===== src/rtl/sys_cmd_master_if.sv =====
// sys_cmd_master_if: command, TX byte stream and RX response signals of the host command initiator.
interface sys_cmd_master_if #(
  parameter int DATA_WIDTH    = 8,
  parameter int ADDR_WIDTH    = 4,
  parameter int ALU_FUN_WIDTH = 4
) ();
  logic                      CMD_VLD;
  logic                      CMD_RDY;
  logic [1:0]                CMD_TYPE;
  logic [ADDR_WIDTH-1:0]     CMD_ADDR;
  logic [DATA_WIDTH-1:0]     CMD_DATA;
  logic [DATA_WIDTH-1:0]     CMD_OPB;
  logic [ALU_FUN_WIDTH-1:0]  CMD_FUN;
  logic [DATA_WIDTH-1:0]     TX_P_DATA;
  logic                      TX_D_VLD;
  logic                      TX_BUSY;
  logic [DATA_WIDTH-1:0]     RX_P_DATA;
  logic                      RX_D_VLD;
  logic [2*DATA_WIDTH-1:0]   RSP_DATA;
  logic                      RSP_VLD;
  logic                      RSP_TIMEOUT;
  logic                      BUSY;
  modport master (
    input  CMD_VLD, CMD_TYPE, CMD_ADDR, CMD_DATA, CMD_OPB, CMD_FUN, TX_BUSY, RX_P_DATA, RX_D_VLD,
    output CMD_RDY, TX_P_DATA, TX_D_VLD, RSP_DATA, RSP_VLD, RSP_TIMEOUT, BUSY
  );
  modport slave (
    output CMD_VLD, CMD_TYPE, CMD_ADDR, CMD_DATA, CMD_OPB, CMD_FUN, TX_BUSY, RX_P_DATA, RX_D_VLD,
    input  CMD_RDY, TX_P_DATA, TX_D_VLD, RSP_DATA, RSP_VLD, RSP_TIMEOUT, BUSY
  );
endinterface


===== src/rtl/sys_cmd_master.sv =====
// sys_cmd_master: serializes one command into an AA/BB/CC/DD byte frame and collects the response.
module sys_cmd_master #(
  parameter int DATA_WIDTH     = 8,
  parameter int ADDR_WIDTH     = 4,
  parameter int ALU_FUN_WIDTH  = 4,
  parameter int TIMEOUT_CYCLES = 1024
) (
  input logic CLK,
  input logic RST,
  sys_cmd_master_if.master bus
);
  localparam int DW = DATA_WIDTH;
  localparam int TW = $clog2(TIMEOUT_CYCLES);
  typedef enum logic [1:0] {IDLE, SEND, WAIT_RSP, DONE} state_t;
  state_t                   state_q, state_d;
  logic [1:0]               type_q, type_d, idx_q, idx_d, last_idx;
  logic [ADDR_WIDTH-1:0]    addr_q, addr_d;
  logic [DW-1:0]            data_q, data_d, opb_q, opb_d, hdr, fun_ext, addr_ext, tx_byte;
  logic [ALU_FUN_WIDTH-1:0] fun_q, fun_d;
  logic                     cnt_q, cnt_d, to_q, to_d;
  logic [TW-1:0]            tmr_q, tmr_d;
  logic [2*DW-1:0]          sh_q, sh_d, rsp_q, rsp_d, sh_new;
  always_comb begin
    hdr      = type_q == 2'd0 ? DW'(8'hAA) : type_q == 2'd1 ? DW'(8'hBB) : type_q == 2'd2 ? DW'(8'hCC) : DW'(8'hDD);
    fun_ext  = DW'(fun_q);
    addr_ext = DW'(addr_q);
    last_idx = type_q == 2'd0 ? 2'd2 : type_q == 2'd2 ? 2'd3 : 2'd1;
    tx_byte  = idx_q == 2'd0 ? hdr :
               idx_q == 2'd1 ? (type_q[1] ? (type_q[0] ? fun_ext : data_q) : addr_ext) :
               idx_q == 2'd2 ? (type_q[1] ? opb_q : data_q) : fun_ext;
    sh_new   = cnt_q ? {bus.RX_P_DATA, sh_q[DW-1:0]} : {sh_q[2*DW-1:DW], bus.RX_P_DATA};
  end
  always_comb begin
    state_d = state_q;
    type_d  = type_q;
    idx_d   = idx_q;
    addr_d  = addr_q;
    data_d  = data_q;
    opb_d   = opb_q;
    fun_d   = fun_q;
    cnt_d   = cnt_q;
    tmr_d   = tmr_q;
    sh_d    = sh_q;
    rsp_d   = rsp_q;
    to_d    = 1'b0;
    case (state_q)
      IDLE: if (bus.CMD_VLD) begin
        state_d = SEND;
        type_d  = bus.CMD_TYPE;
        addr_d  = bus.CMD_ADDR;
        data_d  = bus.CMD_DATA;
        opb_d   = bus.CMD_OPB;
        fun_d   = bus.CMD_FUN;
        idx_d   = 2'd0;
      end
      SEND: if (!bus.TX_BUSY) begin
        idx_d = idx_q + 2'd1;
        if (idx_q == last_idx) begin
          state_d = type_q == 2'd0 ? DONE : WAIT_RSP;
          rsp_d   = type_q == 2'd0 ? '0 : rsp_q;
          cnt_d   = 1'b0;
          tmr_d   = '0;
          sh_d    = '0;
        end
      end
      WAIT_RSP: if (bus.RX_D_VLD) begin
        tmr_d = '0;
        sh_d  = sh_new;
        cnt_d = 1'b1;
        if (type_q == 2'd1 || cnt_q) begin
          state_d = DONE;
          rsp_d   = sh_new;
        end
      end else if (tmr_q == TW'(TIMEOUT_CYCLES - 2)) begin
        // terminal count is checked one early so the pulse lands TIMEOUT_CYCLES after the last activity
        state_d = IDLE;
        rsp_d   = '0;
        to_d    = 1'b1;
      end else begin
        tmr_d = tmr_q + TW'(1);
      end
      default: state_d = IDLE;
    endcase
  end
  always_ff @(posedge CLK) begin
    if (RST) begin
      state_q <= IDLE;
      type_q  <= '0;
      idx_q   <= '0;
      addr_q  <= '0;
      data_q  <= '0;
      opb_q   <= '0;
      fun_q   <= '0;
      cnt_q   <= 1'b0;
      tmr_q   <= '0;
      sh_q    <= '0;
      rsp_q   <= '0;
      to_q    <= 1'b0;
    end else begin
      state_q <= state_d;
      type_q  <= type_d;
      idx_q   <= idx_d;
      addr_q  <= addr_d;
      data_q  <= data_d;
      opb_q   <= opb_d;
      fun_q   <= fun_d;
      cnt_q   <= cnt_d;
      tmr_q   <= tmr_d;
      sh_q    <= sh_d;
      rsp_q   <= rsp_d;
      to_q    <= to_d;
    end
  end
  assign bus.CMD_RDY     = state_q == IDLE;
  assign bus.TX_D_VLD    = state_q == SEND;
  assign bus.TX_P_DATA   = state_q == SEND ? tx_byte : '0;
  assign bus.RSP_DATA    = rsp_q;
  assign bus.RSP_VLD     = state_q == DONE;
  assign bus.RSP_TIMEOUT = to_q;
  assign bus.BUSY        = state_q != IDLE;
endmodule


===== src/flat_wrapper.sv =====
// flat-port wrapper written by rule: the top's interface ports become plain ports
module sys_cmd_master_flat 
#(
  parameter int DATA_WIDTH     = 8,
  parameter int ADDR_WIDTH     = 4,
  parameter int ALU_FUN_WIDTH  = 4,
  parameter int TIMEOUT_CYCLES = 1024
)
  (CLK, RST, bus_CMD_VLD, bus_CMD_TYPE, bus_CMD_ADDR, bus_CMD_DATA, bus_CMD_OPB, bus_CMD_FUN, bus_TX_BUSY, bus_RX_P_DATA, bus_RX_D_VLD, bus_CMD_RDY, bus_TX_P_DATA, bus_TX_D_VLD, bus_RSP_DATA, bus_RSP_VLD, bus_RSP_TIMEOUT, bus_BUSY);
  sys_cmd_master_if #(.DATA_WIDTH(DATA_WIDTH), .ADDR_WIDTH(ADDR_WIDTH), .ALU_FUN_WIDTH(ALU_FUN_WIDTH)) bus_i ();
  input logic CLK;
  input logic RST;
  input wire logic [$bits(bus_i.CMD_VLD)-1:0] bus_CMD_VLD;
  input wire logic [$bits(bus_i.CMD_TYPE)-1:0] bus_CMD_TYPE;
  input wire logic [$bits(bus_i.CMD_ADDR)-1:0] bus_CMD_ADDR;
  input wire logic [$bits(bus_i.CMD_DATA)-1:0] bus_CMD_DATA;
  input wire logic [$bits(bus_i.CMD_OPB)-1:0] bus_CMD_OPB;
  input wire logic [$bits(bus_i.CMD_FUN)-1:0] bus_CMD_FUN;
  input wire logic [$bits(bus_i.TX_BUSY)-1:0] bus_TX_BUSY;
  input wire logic [$bits(bus_i.RX_P_DATA)-1:0] bus_RX_P_DATA;
  input wire logic [$bits(bus_i.RX_D_VLD)-1:0] bus_RX_D_VLD;
  output wire logic [$bits(bus_i.CMD_RDY)-1:0] bus_CMD_RDY;
  output wire logic [$bits(bus_i.TX_P_DATA)-1:0] bus_TX_P_DATA;
  output wire logic [$bits(bus_i.TX_D_VLD)-1:0] bus_TX_D_VLD;
  output wire logic [$bits(bus_i.RSP_DATA)-1:0] bus_RSP_DATA;
  output wire logic [$bits(bus_i.RSP_VLD)-1:0] bus_RSP_VLD;
  output wire logic [$bits(bus_i.RSP_TIMEOUT)-1:0] bus_RSP_TIMEOUT;
  output wire logic [$bits(bus_i.BUSY)-1:0] bus_BUSY;
  assign bus_i.CMD_VLD = bus_CMD_VLD;
  assign bus_i.CMD_TYPE = bus_CMD_TYPE;
  assign bus_i.CMD_ADDR = bus_CMD_ADDR;
  assign bus_i.CMD_DATA = bus_CMD_DATA;
  assign bus_i.CMD_OPB = bus_CMD_OPB;
  assign bus_i.CMD_FUN = bus_CMD_FUN;
  assign bus_i.TX_BUSY = bus_TX_BUSY;
  assign bus_i.RX_P_DATA = bus_RX_P_DATA;
  assign bus_i.RX_D_VLD = bus_RX_D_VLD;
  assign bus_CMD_RDY = bus_i.CMD_RDY;
  assign bus_TX_P_DATA = bus_i.TX_P_DATA;
  assign bus_TX_D_VLD = bus_i.TX_D_VLD;
  assign bus_RSP_DATA = bus_i.RSP_DATA;
  assign bus_RSP_VLD = bus_i.RSP_VLD;
  assign bus_RSP_TIMEOUT = bus_i.RSP_TIMEOUT;
  assign bus_BUSY = bus_i.BUSY;
  sys_cmd_master #(.DATA_WIDTH(DATA_WIDTH), .ADDR_WIDTH(ADDR_WIDTH), .ALU_FUN_WIDTH(ALU_FUN_WIDTH), .TIMEOUT_CYCLES(TIMEOUT_CYCLES)) u_core (.CLK(CLK), .RST(RST), .bus(bus_i));
endmodule

===== config.mk =====
export PLATFORM = sky130hd
export DESIGN_NAME = sys_cmd_master_flat
export DESIGN_NICKNAME = d
export VERILOG_FILES = /design/src/rtl/sys_cmd_master_if.sv /design/src/rtl/sys_cmd_master.sv /design/src/flat_wrapper.sv
export SDC_FILE = /design/constraint.sdc
export NUM_CORES = 1
export LEC_CHECK = 0
export CAP_MARGIN = 20
export CORE_UTILIZATION = 52
export DETAILED_ROUTE_END_ITERATION = 10
export PLACE_DENSITY_LB_ADDON = 0.3
export SLEW_MARGIN = 30
export SYNTH_ARGS = -nofsm -noshare
export SYNTH_HDL_FRONTEND = slang
export SYNTH_SLANG_ARGS = --single-unit

===== constraint.sdc =====
create_clock -name CLK -period 2.47 [get_ports CLK]
set_clock_uncertainty 0.05 [all_clocks]
set_input_delay 0.494 -clock CLK [delete_from_list [all_inputs] [get_ports CLK]]
set_output_delay 0.494 -clock CLK [all_outputs]
set_load 0.02 [all_outputs]

# After elaboration in Yosys (flattened, before gate mapping)
# Cells that the tools add are included.
op_classes:
  n_addsub: 2
  eq_ne: 17
  mux: 45
  n_bitwise: 1
  n_reduce_logical: 14
ops:
  columns: ["cell", "n"]
  rows:
  - ["16-bit 2-to-1 mux", 10]
  - ["8-bit 2-to-1 mux", 9]
  - ["16-bit case mux with 2 select lines", 2]
  - ["10-bit 2-to-1 mux", 4]
  - ["2-bit 2-to-1 mux", 10]
  - ["10-bit case mux with 2 select lines", 1]
  - ["10-bit by 1-bit adder with 10-bit output, second input constant", 1]
  - ["10-bit == test, second input constant", 1]
  - ["2-bit == test, second input constant", 4]
  - ["4-bit AND reduction", 2]
  - ["2-bit by 1-bit == test with 1-bit output, second input constant", 3]
  - ["2-bit zero test", 3]
  - ["2-bit inequality test, second input constant", 3]
  - ["3-bit by 2-bit inequality test with 1-bit output, second input constant", 2]
  - ["2-bit case mux with 3 select lines", 1]
  - ["6-bit AND reduction", 1]
  - ["2-bit nonzero test", 3]
  - ["1-bit 2-to-1 mux", 5]
  - ["5-bit 2-to-1 mux", 1]
  - ["5-bit AND reduction", 1]
  - ["2-bit by 1-bit inequality test with 1-bit output, second input constant", 2]
  - ["2-bit case mux with 2 select lines", 1]
  - ["3-bit inequality test, second input constant", 1]
  - ["3-bit AND reduction", 1]
  - ["7 further kinds", 7]
word_totals:
  register_bits: 74
  inputBits: 39
  output_inout_bits: 29
  word_cells: 91

# Longest topological paths before layout
logic_depth:
  ltp_word: 7
  mapped_depth: 8
  mapped_depth_nobuf: 7

# Worst setup path before layout
# Ideal clock, no wire load.
synth_timing:
  path_kind: "register to output"
  start: "reg u_core.idx_q[0]"
  end: "out bus_TX_P_DATA[5]"
  t_arrival_ps: 1967
  required_ps: 1926
  path_slack_ps: -41
  path_stages_with_launch: 8
  n_path_buf: 1
  path_cell_list: "dfxtp_1 > inv_1 > ha_1 > clkbuf_1 > nor2b_1 > a22o_1 > nand2_1 > a221oi_1"
synth_via:
  elab_chain_cells: 5
  word_cells_on_any_way: 7
  cone_classes: "eq/ne: 2; mux: 4; reduce/logical: 1"
synth_lines:
  columns: ["element", "line_no", "text"]
  rows:
  - ["start: declaration", "sys_cmd_master.sv:16", "logic [1:0] type_q, type_d, idx_q, idx_d, last_idx;"]
  - ["start signal: assignment", "sys_cmd_master.sv:102", "idx_q <= idx_d;"]
  - ["2-bit == test", "sys_cmd_master.sv:30", "idx_q == 2'd2 ? (type_q[1] ? opb_q : data_q) : fun_ext;"]
  - ["8-bit 2-to-1 mux", "sys_cmd_master.sv:30", null]
  - ["8-bit 2-to-1 mux", "sys_cmd_master.sv:29", "idx_q == 2'd1 ? (type_q[1] ? (type_q[0] ? fun_ext : data_q) : addr_ext) :"]
  - ["8-bit 2-to-1 mux *", "sys_cmd_master.sv:28", "tx_byte = idx_q == 2'd0 ? hdr :"]
  - ["8-bit 2-to-1 mux *", "sys_cmd_master.sv:116", "assign bus.TX_P_DATA = state_q == SEND ? tx_byte : '0;"]
  - ["end: declaration", "flat_wrapper.sv:23", "output wire logic [$bits(bus_i.TX_P_DATA)-1:0] bus_TX_P_DATA;"]
# Every way passes the cells marked *; elsewhere a longest branch is shown, timed or not.

# Final worst setup path
layout_timing:
  start: "reg u_core.idx_q[1]"
  end: "out bus_TX_P_DATA[6]"
# Same word-level chain as after synthesis.

==> impl_results.md <==
* Crit path capture type: output pin
* Hold buffers post-CTS at 0
* Placer Congestion at 0.9099
* Worst path cell trace: inv_1, ha_2, nor2b_1, buf_4, buf_4, a21oi_1, a2bb2oi_1, nor2_1, buf_2
* Syn Nets at 481
* CTS buffer count at 9
* Fin worst setup slack at 0.01806 ns
* Hold Path Class: reg2reg
* RR Endpoint: u_core.tmr_q[3]$_SDFFE_PP0P_
* Max clock buf depth at 2
* Setup WS pre-CTS at -0.05203 ns
* CP bufs+invs at 4
* Clock-pin slew on the worst setup and hold paths at 0.07 ns
* FP Rows at 29
* DRC violations left at 1
* Status: complete, but fails checks
* Pwr/cell area at 535.3 nW/um^2
* Final setup viols at 0
* Final wirelength at 8678 um
* Synth top area share at 41.90%
* Layout Utilization at 71.76%
* Top post-synthesis cells by area: dfxtp_1, nand2_1, mux2i_1
* Crit path time final at 2.452 ns
* Layout cell share with drive strength beyond 1 at 15.87%
* Initial antenna violation count at 0
* CP Max Fanout at 5
* Final cell count without fillers at 600
* CTS sink cnt at 74
* Clock H-tree levels at 3
* Max Clock Freq at 407.8 MHz
* DP Area at 4422 um^2
* Hold EP: u_core.sh_q[3]$_SDFFE_PP0P_
* Reg-to-reg setup timing slack at 0.33 ns
* Die Wd at 84.46 um
* Via count at 3288
* Layout fillers at 518
* ANT cells at 0
* Clock Latency Late Sink at 0.36 ns
* Die area at 7133 um^2
* Root buf cell: clkbuf_8
* Worst Path Class, Setup: reg2out
* Initial Util at 54.75%
* Commonest non-fill, non-tap cell in the layout: nand2_1
* Most used cell, CP: buf_4
* Slowest stage delay, CP at 0.36 ns
* Commonest cells after routing, fill and taps aside: nand2_1, dfxtp_1, clkdlybuf4s50_1
* CP max stage cell: dfxtp_4
* CP delay by family, top: buffers and inverters
* Crit path depth at 9
* Core area at 6459 um^2
* Seq/Total Area, Yosys at 41.90%
* Nets at 563
* Cell area after layout at 4634 um^2
* Min-Delay Path Depth at 2
* Hold path start: u_core.sh_q[3]$_SDFFE_PP0P_
* Mapped Area at 3536 um^2
* Final Hold Vio Count at 0
* Boundary Pins at 68
* Number of port buffers at 67
* Drt via density at 5.480
* Mean Syn Cell Area at 8.091 um^2
* Cell count after placement at 584
* Slew headroom at 61.28%
* Max Slew Vio Count at 0
* CP arrival at 1.91 ns
* Routed wire length per instance at 14.46 um
* Post-synthesis register bit count at 74
* Peak supply drop at 0.3669 mV
* Count of cell types in the netlist at 45
* Grt total ovfl at 0
* Yosys warns at 0
* Max_cap viols at 0
* Vias in the first global route at 3080
* Critical path launch point type: flip-flop
* Die H at 84.46 um
* Largest area contributor in the netlist: dfxtp_1
* Failing checks: DRC
* Worst-Margin Slew at 0.5807 ns
* R2R cell count at 7
* Iter 0 DRT Violations at 171
* Gr usage total at 25.10%
* Syn-to-layout area delta at 31.07%
* Post-DP HPWL at 6090 um
* Leak at 0.001831 uW
* ANT nets after route at 0
* Req. time, crit path at 1.93 ns
* CTS tree: yes
* Post-Syn Instances at 437
* Worst r2r src: u_core.idx_q[0]$_SDFFE_PP0P_
* DRT Pass-1 Iters at 7
* First-pass GRT wire length at 14110 um
* Largest net degree at the start of global routing at 27
* Fin crit share at 99.27%
worst reg2reg max path, delay by kind of cell (launching register included):
family          cells  cell delay, ns
xor+xnor            1            0.17
simple gates        1            0.55
buf+inv             2            0.27
flops               1            0.35
compound gates      3            0.68
layer usage:
| layer | vias up | part of all wire, % | global-route usage [%] |
|---|---|---|---|
| li1 | 1663 | - | - |
| met3 | 18 | 5.0 | 7.080 |
| met1 | 1515 | 42 | 30.15 |
| met5 | - | 0 | 0 |
| met2 | 92 | 51 | 42.55 |
| met4 | 0 | 2.3 | 10.17 |
state kept, by name, summed over array words and instances, names as in the netlist, 4 cells and up:
name                 cells
u_core.sh_q             16
u_core.bus.RSP_DATA     16
u_core.fun_q             4
u_core.addr_q            4
u_core.data_q            8
u_core.tmr_q            10
u_core.opb_q             8
kinds of logic after synthesis:
family	share of synthesized area [%]
xor+xnor	0.2477
buf+inv	5.095
flops	41.90
mux	9.660
simple gates	23.32
fa+ha+maj	1.769
compound gates	18.01
synth_stat cells:
library cell  number
o31ai_1            8
a311oi_1           1
clkbuf_1          22
a221oi_1           2
a41oi_1            1
or3_1              2
nand3_1            2
o21a_1             2
buf_6              1
a21oi_2            1
and2_1             5
nand3_4            1
nand3b_1           1
a221o_1            1
nor3_1             6
a21o_1             2
buf_4              1
inv_1             16
mux2i_1           24
and4_1             2
a31oi_1            3
a22o_1             2
nand4_1            4
ha_1               5
nor2b_1            6
o31ai_4            1
nand2_1          103
a2bb2oi_1          1
dfxtp_1           74
xor2_1             1
a211oi_1          10
a21oi_1           44
o21ai_0           20
buf_2              3
nand2b_1          19
and2b_1            1
nor2_1            19
buf_1              1
nor3b_1            1
mux2_2             9
a221oi_2           1
a22oi_1            1
or4_1              5
a211o_1            1
nor2_2             1
power breakdown:
part	total (uW)	internal, uW	switching [uW]
registers	1250	1220	27.9
clock network	864	414	450
logic	367	177	190
total	2480	1810	667
timing repair:
item,in CTS,in global routing
pin swaps,0,2
buffers inserted,0,1
setup endpoints to repair,8,8
gates resized for setup,34,19
through the flow:
| stage | setup TNS [ns] | hold slack [ns] | power [uW] |
|---|---|---|---|
| after floorplan | 0 | 0.3671 | 1474 |
| after global placement | 0 | 0.3758 | 1630 |
| after detailed placement | -0.1341 | 0.3791 | 1638 |
| after CTS | 0 | 0.3908 | 2481 |
| after global routing | -0.3731 | 0.4158 | 2583 |
| final | 0 | 0.3902 | 2481 |
worst max path at each step:
stage	from	to
global placement	u_core.idx_q[1]$_SDFFE_PP0P_	bus_TX_P_DATA[4]
detailed placement	u_core.idx_q[0]$_SDFFE_PP0P_	bus_TX_P_DATA[2]
CTS	u_core.idx_q[0]$_SDFFE_PP0P_	bus_TX_P_DATA[4]
finish	u_core.idx_q[1]$_SDFFE_PP0P_	bus_TX_P_DATA[6]
global route	u_core.idx_q[1]$_SDFFE_PP0P_	bus_TX_P_DATA[4]
floorplan	u_core.idx_q[0]$_SDFFE_PP0P_	bus_TX_P_DATA[4]
cell type report:
type	count	area (um^2)	area share, %
multi-input combinational	319	1927	41.58
sequential	74	1489	32.13
inverter	16	60.06	1.296
clock inverter	4	26.28	0.5670
clock buffer	11	151.4	3.267
tap	77	96.34	2.079
timing repair buffer	99	884.6	19.09
Note: power is estimated with default switching activity, not from simulation.
